## src/rtl/shader_pkg.sv

```systemverilog
// Shared types and sizing for the shader sequencer slice.
package shader_pkg;
  localparam int NUM_INSTR = 16;
  localparam int INSTR_W   = 8;
  localparam int ADDR_W    = $clog2(NUM_INSTR);

  typedef enum logic [1:0] {ST_IDLE, ST_RUN, ST_DRAIN} state_e;

  // Program length L; one extra bit so L = NUM_INSTR is representable.
  function automatic logic [ADDR_W:0] prog_len(input logic double_instr);
    return double_instr ? (ADDR_W+1)'(NUM_INSTR) : (ADDR_W+1)'(NUM_INSTR/2);
  endfunction
endpackage

```

## src/rtl/shader_sequencer_if.sv

```systemverilog
// SPI-loader write channel and shader memory port as seen by the sequencer.
interface shader_sequencer_if;
  import shader_pkg::*;
  logic               wr_req_i;
  logic [ADDR_W-1:0]  wr_addr_i;
  logic [INSTR_W-1:0] wr_data_i;
  logic               wr_ack_o;
  logic [ADDR_W-1:0]  mem_addr_o;
  logic               mem_re_o;
  logic               mem_we_o;
  logic [INSTR_W-1:0] mem_wdata_o;

  modport master (
    input  wr_req_i, wr_addr_i, wr_data_i,
    output wr_ack_o, mem_addr_o, mem_re_o, mem_we_o, mem_wdata_o
  );
  modport slave (
    output wr_req_i, wr_addr_i, wr_data_i,
    input  wr_ack_o, mem_addr_o, mem_re_o, mem_we_o, mem_wdata_o
  );
endinterface

```

## src/rtl/shader_mem_arbiter.sv

```systemverilog
// Single shader memory port mux: fetch owns it outside IDLE, SPI writes get idle cycles.
module shader_mem_arbiter
  import shader_pkg::*;
(
  input  logic               i_rst_n,
  input  logic               i_idle,
  input  logic               i_pixel_start,
  input  logic               i_fetch_re,
  input  logic [ADDR_W-1:0]  i_fetch_addr,
  input  logic               i_wr_req,
  input  logic [ADDR_W-1:0]  i_wr_addr,
  input  logic [INSTR_W-1:0] i_wr_data,
  output logic               o_wr_ack,
  output logic               o_mem_re,
  output logic               o_mem_we,
  output logic [ADDR_W-1:0]  o_mem_addr,
  output logic [INSTR_W-1:0] o_mem_wdata
);
  logic w_grant;

  // A pixel_start cycle belongs to fetch even though the FSM is still IDLE.
  assign w_grant     = i_rst_n & i_idle & ~i_pixel_start & i_wr_req;
  assign o_wr_ack    = w_grant;
  assign o_mem_we    = w_grant;
  assign o_mem_re    = i_fetch_re & ~w_grant;
  assign o_mem_addr  = w_grant ? i_wr_addr : (i_fetch_re ? i_fetch_addr : '0);
  assign o_mem_wdata = w_grant ? i_wr_data : '0;
endmodule

```

## src/rtl/shader_sequencer.sv

```systemverilog
// Per-pixel program walker: fetches L instructions per pixel slot and qualifies them to execute.
module shader_sequencer
  import shader_pkg::*;
(
  input  logic               clk,
  input  logic               rst_n,
  input  logic               pause_i,
  input  logic               double_instr_i,
  input  logic               half_res_i,
  input  logic               pixel_start_i,
  input  logic               line_start_i,
  shader_sequencer_if.master bus,
  output logic               exec_init_o,
  output logic               instr_valid_o,
  output logic               pixel_done_o,
  output logic               overrun_o
);
  state_e              r_state, w_state_nxt;
  logic [ADDR_W-1:0]   r_pc, w_pc_nxt;
  logic [ADDR_W-1:0]   r_last, w_last_nxt;
  logic                r_phase, w_phase_nxt;
  logic                r_exec_init, w_exec_init_nxt;
  logic                r_done, w_done_nxt;
  logic                r_ovr, w_ovr_nxt;
  logic                r_valid;
  logic                w_idle, w_fetch_re, w_eff_phase;
  logic [ADDR_W:0]     w_len;

  assign w_idle      = (r_state == ST_IDLE);
  assign w_fetch_re  = (r_state == ST_RUN);
  assign w_eff_phase = line_start_i ? 1'b0 : r_phase;
  assign w_len       = prog_len(double_instr_i);

  always_comb begin
    w_state_nxt     = r_state;
    w_pc_nxt        = r_pc;
    w_last_nxt      = r_last;
    w_phase_nxt     = w_eff_phase;
    w_exec_init_nxt = 1'b0;
    w_done_nxt      = 1'b0;
    w_ovr_nxt       = r_ovr | (pixel_start_i & ~w_idle);
    case (r_state)
      ST_IDLE: begin
        if (pixel_start_i) begin
          w_last_nxt  = ADDR_W'(w_len - 1'b1);
          w_phase_nxt = ~w_eff_phase;
          // Odd half-res slots finish at once; execute keeps its last colour.
          if (!pause_i) begin
            if (half_res_i && w_eff_phase) begin
              w_done_nxt = 1'b1;
            end else begin
              w_exec_init_nxt = 1'b1;
              w_pc_nxt        = '0;
              w_state_nxt     = ST_RUN;
            end
          end
        end
      end
      ST_RUN: begin
        w_pc_nxt = r_pc + ADDR_W'(1);
        if (r_pc == r_last) w_state_nxt = ST_DRAIN;
      end
      ST_DRAIN: begin
        w_done_nxt  = 1'b1;
        w_state_nxt = ST_IDLE;
      end
      default: w_state_nxt = ST_IDLE;
    endcase
  end

  always_ff @(posedge clk or negedge rst_n) begin
    if (!rst_n) begin
      r_state     <= ST_IDLE;
      r_pc        <= '0;
      r_last      <= ADDR_W'(NUM_INSTR/2 - 1);
      r_phase     <= 1'b0;
      r_exec_init <= 1'b0;
      r_done      <= 1'b0;
      r_ovr       <= 1'b0;
      r_valid     <= 1'b0;
    end else begin
      r_state     <= w_state_nxt;
      r_pc        <= w_pc_nxt;
      r_last      <= w_last_nxt;
      r_phase     <= w_phase_nxt;
      r_exec_init <= w_exec_init_nxt;
      r_done      <= w_done_nxt;
      r_ovr       <= w_ovr_nxt;
      r_valid     <= w_fetch_re;
    end
  end

  assign exec_init_o   = r_exec_init;
  assign instr_valid_o = r_valid;
  assign pixel_done_o  = r_done;
  assign overrun_o     = r_ovr;

  shader_mem_arbiter u_arb (
    .i_rst_n       (rst_n),
    .i_idle        (w_idle),
    .i_pixel_start (pixel_start_i),
    .i_fetch_re    (w_fetch_re),
    .i_fetch_addr  (r_pc),
    .i_wr_req      (bus.wr_req_i),
    .i_wr_addr     (bus.wr_addr_i),
    .i_wr_data     (bus.wr_data_i),
    .o_wr_ack      (bus.wr_ack_o),
    .o_mem_re      (bus.mem_re_o),
    .o_mem_we      (bus.mem_we_o),
    .o_mem_addr    (bus.mem_addr_o),
    .o_mem_wdata   (bus.mem_wdata_o)
  );
endmodule

```

## src/flat_wrapper.sv

```systemverilog
// flat-port wrapper written by rule: the top's interface ports become plain ports
module shader_sequencer_flat import shader_pkg::*;
  (clk, rst_n, pause_i, double_instr_i, half_res_i, pixel_start_i, line_start_i, exec_init_o, instr_valid_o, pixel_done_o, overrun_o, bus_wr_req_i, bus_wr_addr_i, bus_wr_data_i, bus_wr_ack_o, bus_mem_addr_o, bus_mem_re_o, bus_mem_we_o, bus_mem_wdata_o);
  shader_sequencer_if bus_i ();
  input  logic clk;
  input  logic rst_n;
  input  logic pause_i;
  input  logic double_instr_i;
  input  logic half_res_i;
  input  logic pixel_start_i;
  input  logic line_start_i;
  output logic exec_init_o;
  output logic instr_valid_o;
  output logic pixel_done_o;
  output logic overrun_o;
  input wire logic [$bits(bus_i.wr_req_i)-1:0] bus_wr_req_i;
  input wire logic [$bits(bus_i.wr_addr_i)-1:0] bus_wr_addr_i;
  input wire logic [$bits(bus_i.wr_data_i)-1:0] bus_wr_data_i;
  output wire logic [$bits(bus_i.wr_ack_o)-1:0] bus_wr_ack_o;
  output wire logic [$bits(bus_i.mem_addr_o)-1:0] bus_mem_addr_o;
  output wire logic [$bits(bus_i.mem_re_o)-1:0] bus_mem_re_o;
  output wire logic [$bits(bus_i.mem_we_o)-1:0] bus_mem_we_o;
  output wire logic [$bits(bus_i.mem_wdata_o)-1:0] bus_mem_wdata_o;
  assign bus_i.wr_req_i = bus_wr_req_i;
  assign bus_i.wr_addr_i = bus_wr_addr_i;
  assign bus_i.wr_data_i = bus_wr_data_i;
  assign bus_wr_ack_o = bus_i.wr_ack_o;
  assign bus_mem_addr_o = bus_i.mem_addr_o;
  assign bus_mem_re_o = bus_i.mem_re_o;
  assign bus_mem_we_o = bus_i.mem_we_o;
  assign bus_mem_wdata_o = bus_i.mem_wdata_o;
  shader_sequencer u_core (.clk(clk), .rst_n(rst_n), .pause_i(pause_i), .double_instr_i(double_instr_i), .half_res_i(half_res_i), .pixel_start_i(pixel_start_i), .line_start_i(line_start_i), .bus(bus_i), .exec_init_o(exec_init_o), .instr_valid_o(instr_valid_o), .pixel_done_o(pixel_done_o), .overrun_o(overrun_o));
endmodule
```

## config.mk

```make
export PLATFORM = sky130hd
export DESIGN_NAME = shader_sequencer_flat
export DESIGN_NICKNAME = d
export VERILOG_FILES = /design/src/rtl/shader_pkg.sv /design/src/rtl/shader_sequencer_if.sv /design/src/rtl/shader_mem_arbiter.sv /design/src/rtl/shader_sequencer.sv /design/src/flat_wrapper.sv
export SDC_FILE = /design/constraint.sdc
export NUM_CORES = 1
export LEC_CHECK = 0
export ABC_CLOCK_PERIOD_IN_PS = 3650
export BUFFER_PORTS_ARGS = -buffer_cell sky130_fd_sc_hd__buf_2
export CORE_AREA = 2 2 44 46
export DETAILED_ROUTE_END_ITERATION = 7
export DIE_AREA = 0 0 46 48
export GPL_TIMING_DRIVEN = 0
export PLACE_DENSITY_LB_ADDON = 0.08
export SLEW_MARGIN = 20
export SYNTH_ARGS = -nofsm -noshare
export SYNTH_HDL_FRONTEND = slang
export SYNTH_SLANG_ARGS = --single-unit
export TNS_END_PERCENT = 50
```

## constraint.sdc

```tcl
create_clock -name clk -period 3.65 [get_ports clk]
set_input_delay 0.5475 -clock clk [delete_from_list [all_inputs] [get_ports clk]]
set_output_delay 0.5475 -clock clk [all_outputs]
set_load 0.1 [all_outputs]
```

-- Word level (Yosys, flattened, before mapping)
Index checks and enable logic that the tools add are counted.
- word-level logic and storage cells: 57
- memory bits (read-only): 0
- register bits after elaboration: 15
- latch bits: 0
- bits in writable memories: 0
- memories: 0
- output and inout bits: 19
- add/subtract/negate cells: 2
- shifts and indexed selects: 0
- reduce and logical (&&, ||, !) cells: 6
- bitwise operators: 10
- multiply operators: 0
- magnitude comparators: 0
- div/mod/pow operators: 0
- muxes and demuxes: 24
- equal/unequal tests: 7
- operator list (operator ; number):
    $mux W4 ; 6
    $mux W1 ; 10
    $mux W2 ; 4
    $mux W8 ; 1
    $pmux W4 S2 ; 1
    $reduce_and A4 Y1 ; 2
    $ne A2 B2 Y1 const B ; 3
    $and A1 B1 Y1 ; 5
    $add A4 B1 Y4 const B ; 1
    $eq A4 B4 Y1 ; 1
    $not A1 Y1 ; 4
    $pmux W2 S2 ; 1
    $sub A4 B1 Y4 const B ; 1
    $eq A2 B1 Y1 const B ; 1
    $eq A2 B2 Y1 const B ; 1
    $logic_not A2 Y1 ; 1
    $ne A2 B1 Y1 const B ; 1
    $pmux W1 S2 ; 1
    $reduce_and A2 Y1 ; 1
    $reduce_bool A2 Y1 ; 1
    $logic_and A1 B1 Y1 ; 1
    $or A1 B1 Y1 ; 1

-- Depth between registers and ports, before layout
- depth in word-level cells: 6
- gate-level depth with buffers: 5
- mapped depth without buffers: 4

-- Hierarchy
A second synthesis with hierarchy kept.
- cells, all modules: 70
- area total of the unflattened synthesis: 711.9 um^2
- by module, submodules not included (module ; area an instance (um^2) ; cells an instance ; instances):
    shader_sequencer ; 529.3 ; 45 ; 1
    shader_mem_arbiter ; 182.7 ; 25 ; 1

-- Worst setup path after synthesis
No wires, ideal clock.
- path type: register to output
- start point: register u_core.r_state[1]
- end point: output port bus_mem_addr_o[0]
- required time: 3102 ps
- buffers on the path: 1
- arrival time: 1966 ps
- cell stages (with the launch flop): 5
- setup slack: 1136 ps
- path through: dfrtp_1 nand2b_1 buf_4 inv_2 a22o_1
- word-level cells in the longest chain between the ends: 5
- RTL lines (what ; RTL line ; text):
    start: declaration ; shader_sequencer.sv:18 ; state_e r_state, w_state_nxt;
    start signal: assignment ; shader_sequencer.sv:82 ; r_state <= w_state_nxt;
    $logic_not A2 Y1 ; shader_sequencer.sv:29 ; assign w_idle = (r_state == ST_IDLE);
    $and A1 B1 Y1 (3 in series) ; shader_mem_arbiter.sv:22 ; assign w_grant = i_rst_n & i_idle & ~i_pixel_start & i_wr_req;
    $mux W4 * ; shader_mem_arbiter.sv:26 ; assign o_mem_addr = w_grant ? i_wr_addr : (i_fetch_re ? i_fetch_addr : '0);
    end: declaration ; flat_wrapper.sv:20 ; output wire logic [$bits(bus_i.mem_addr_o)-1:0] bus_mem_addr_o;
Mark *: on every way between the ends. The rest lies on a longest branch, timed or not.

-- Final worst setup path
- start point: register u_core.r_state[1]
- end point: output port bus_mem_wdata_o[3]
- word-level cells in the longest chain between the ends: 5
- RTL lines (what ; RTL line ; text):
    $logic_not A2 Y1 ; shader_sequencer.sv:29 ;
    $and A1 B1 Y1 (3 in series) ; shader_mem_arbiter.sv:22 ;
    $mux W8 ; shader_mem_arbiter.sv:27 ; assign o_mem_wdata = w_grant ? i_wr_data : '0;
    end: declaration ; flat_wrapper.sv:23 ; output wire logic [$bits(bus_i.mem_wdata_o)-1:0] bus_mem_wdata_o;
No other way between the ends.

==> summary.md <==
| Metric | Value |
|---|---|
| Status | finished, final reports clean |
| Placer congestion estimate | 0.779 |
| Effective utilization at floorplan | 37.9% |
| CTS H-Tree Depth | 1 |
| Number of nets in the synthesized netlist | 84 |
| Overall die height | 48 um |
| Total wire length after detailed routing | 1.33 mm |
| Dpl ws | 1270 ps |
| First-iteration detailed-routing DRC count | 5 |
| Number of buffers between clock root and the deepest sink | 2 |
| Total non-filler cell area in the finished layout | 875 um^2 |
| Vias | 601 |
| Setup repair after global routing missed its margin | no |
| Antenna violations before repair | 0 |
| Worst endpoint required time | 3100 ps |
| DRC violations left | 0 |
| Worst Path Class, Setup | flip-flop to output pin |
| Clock transition at the registers of the reported paths | 70 ps |
| Die X | 46 um |
| TritonCTS clock tree | yes |
| Pins over their slew limit | 0 |
| Non-Filler Instances | 121 |
| Count of nets after finishing | 127 |
| Number of antenna-violating nets in the routed design | 0 |
| Count of flip-flops with a built-in enable after synthesis | 0 |
| Transition time at the pin with the least slew margin | 488 ps |
| Largest voltage drop on the vdd net | 332 uV |
| Capturing element type of the critical path | output pin |
| Cell type with the highest aggregate area in the netlist | dfrtp_1 |
| Setup ws final | 1300 ps |
| Post-synthesis instance area | 641 um^2 |
| Hold-fix buffers at CTS | 0 |
| Area growth, synth to finish | 36.5% |
| Fraction of the cycle the final worst path needs | 64.5% |
| Average via count per standard cell | 4.97 |
| Max FO, Critical Path | 11 |
| Final Hold Viols | 0 |
| Ranking of synthesized cells by area | dfrtp_1, and2_1, a22o_1 |
| Number of global-route vias before repair | 433 |
| Type of origin of the critical path | flip-flop |
| DIE AREA | 2210 um^2 |
| Worst Skew | 3.45 ps |
| Routed WL per cell | 11.0 um |
| Placed inst area | 852 um^2 |
| Total Power Consumption | 0.789 mW |
| Gr usage total | 12.8% |
| Half-perimeter wire length after placement | 1.09 mm |
| Cts bufs inserted | 3 |
| Clock tree sinks | 12 |
| First-pass GRT wire length | 1.95 mm |
| Antenna diodes | 0 |
| Share of layout cells above drive strength 1 | 46.2% |
| Dpl cells | 118 |
| Seq cells post-synth | 12 |
| Root Buffer Master | clkbuf_4 |
| Maxcap violations | 0 |
| Count of warnings emitted by yosys | 0 |
| Data arrival time of the critical path | 1810 ps |
| Fraction of the core area covered by cells at the end of the flow | 51.8% |
| Synth Flop Type | dfrtp_1 |
| Number of buffers added for setup after CTS | 0 |
| F_max | 0.425 GHz |
| Synthesized instance count | 63 |
| Number of gates resized after CTS | 0 |
| Number of top-level pins | 39 |
| Proportion of netlist area held by the largest area contributor | 46.9% |
| Setup violators final | 0 |
| Total negative slack for setup checks | 0 ps |
| GRT overflow | 0 |
| Maximum number of pins on one net before global-route repair | 14 |
| Period minus WS final | 2350 ps |
| Leakage component of the power | 0.472 nW |
| Worst slew margin relative to its limit | 67.7% |
| Seq/Total Area, Yosys | 46.9% |
| Mean instance size in the synthesized netlist | 10.2 um^2 |
| Distinct cell type count after synthesis | 27 |
| Share of flip-flops with an asynchronous set or reset | 100% |
| Power Dens Cells | 903 nW/um^2 |
| Filler cells | 168 |
| Number of placement rows | 15 |
| Fin Hold WS | 153 ps |
| Quantity of I/O buffers inserted on ports | 38 |
| Type of the worst min-delay path | primary input to async pin |
| Drt pass-1 iters | 4 |
| Clock latency on the worst-skew pair | 260 ps |
| Core Region | 1690 um^2 |
==> worst paths after layout <==
check,slack [ps],endpoint,cells past startpoint,from
worst max-delay path,1300,bus_mem_wdata_o[3],5,u_core.r_state[1]
worst min-delay path,150,u_core.r_state[0],1,rst_n
worst min register to register,480,u_core.overrun_o,1,u_core.overrun_o
worst max register to register,2450,u_core.r_pc[2],4,u_core.r_pc[0]
max in group asynchronous,3280,u_core.r_pc[0],1,rst_n
min in group clk,480,u_core.overrun_o,1,u_core.overrun_o
==> sequential cells by signal (all words and copies together), names as in the netlist <==
signal                count
u_core.r_pc               4
u_core.r_state            2
u_core.exec_init_o        1
u_core.instr_valid_o      1
u_core.overrun_o          1
u_core.pixel_done_o       1
u_core.r_last             1
u_core.r_phase            1
==> critical path: stages, from the launching register on <==
cell and delay [ps]:
dfrtp_1 440, nor2_2 150, and4b_4 280, buf_6 130
and2_1 120, buf_2 420
==> area by class of cell <==
class	count	area, um^2	area share (%)
Multi-Input combinational cell	46	307	35.1
Sequential cell	12	300	34.3
Timing Repair Buffer	38	190	21.7
Buffer	3	26.3	3.00
Clock buffer	3	22.5	2.58
Tap cell	17	21.3	2.43
Inverter	2	7.51	0.858
==> metal layers <==
| layer | vias up | global-route usage (%) | wire length, um |
|---|---|---|---|
| met5 | - | 0 | 0 |
| met4 | 0 | 5.14 | 0 |
| met3 | 0 | 4.91 | 150 |
| met2 | 32 | 19.4 | 615 |
| met1 | 270 | 16.4 | 566 |
| li1 | 299 | - | - |
==> placed cells by master (no fill, tap or decap) <==
master,count
a22o_1,4
a31oi_1,1
and2_1,9
and3_1,1
and3b_1,1
and4b_4,1
buf_2,38
buf_4,2
buf_6,1
clkbuf_4,3
dfrtp_1,12
ha_1,1
inv_1,1
inv_2,1
mux2_2,1
nand2_1,5
nand2b_1,3
nand3_1,1
nor2_1,1
nor2_2,1
nor2b_1,3
nor3_1,1
nor4_1,1
o21ai_0,5
o21bai_1,1
o22ai_1,1
o311ai_0,1
xnor2_1,2
xor2_1,1
==> power by group <==
group          switching [mW]  total, mW  internal (mW)
Sequential             0.0408      0.219          0.178
Combinational           0.381      0.495          0.114
Clock                  0.0374     0.0754         0.0380
==> cell usage after synthesis (all sizes together), types with 2 or more instances <==
master / instances
xnor2: 2
dfrtp: 12
inv: 2
nor2: 2
buf: 3
a22o: 4
and2: 9
nor2b: 3
nand2b: 3
o21ai: 5
nand2: 5
==> cells by family (layout without fill, tap and decap cells) <==
kind of cell | count (synthesis) | after routing | share of synthesized area [%]
and+or+nand+nor | 28 | 28 | 26.2
AOI/OAI and AO/OA | 13 | 13 | 13.9
xor gates and xnor gates | 3 | 3 | 4.10
buffers and inverters | 5 | 46 | 5.27
adders and majority gates | 1 | 1 | 1.95
muxes | 1 | 1 | 1.76
DFF | 12 | 12 | 46.9
No activity file was read; power rests on OpenSTA's default activity.
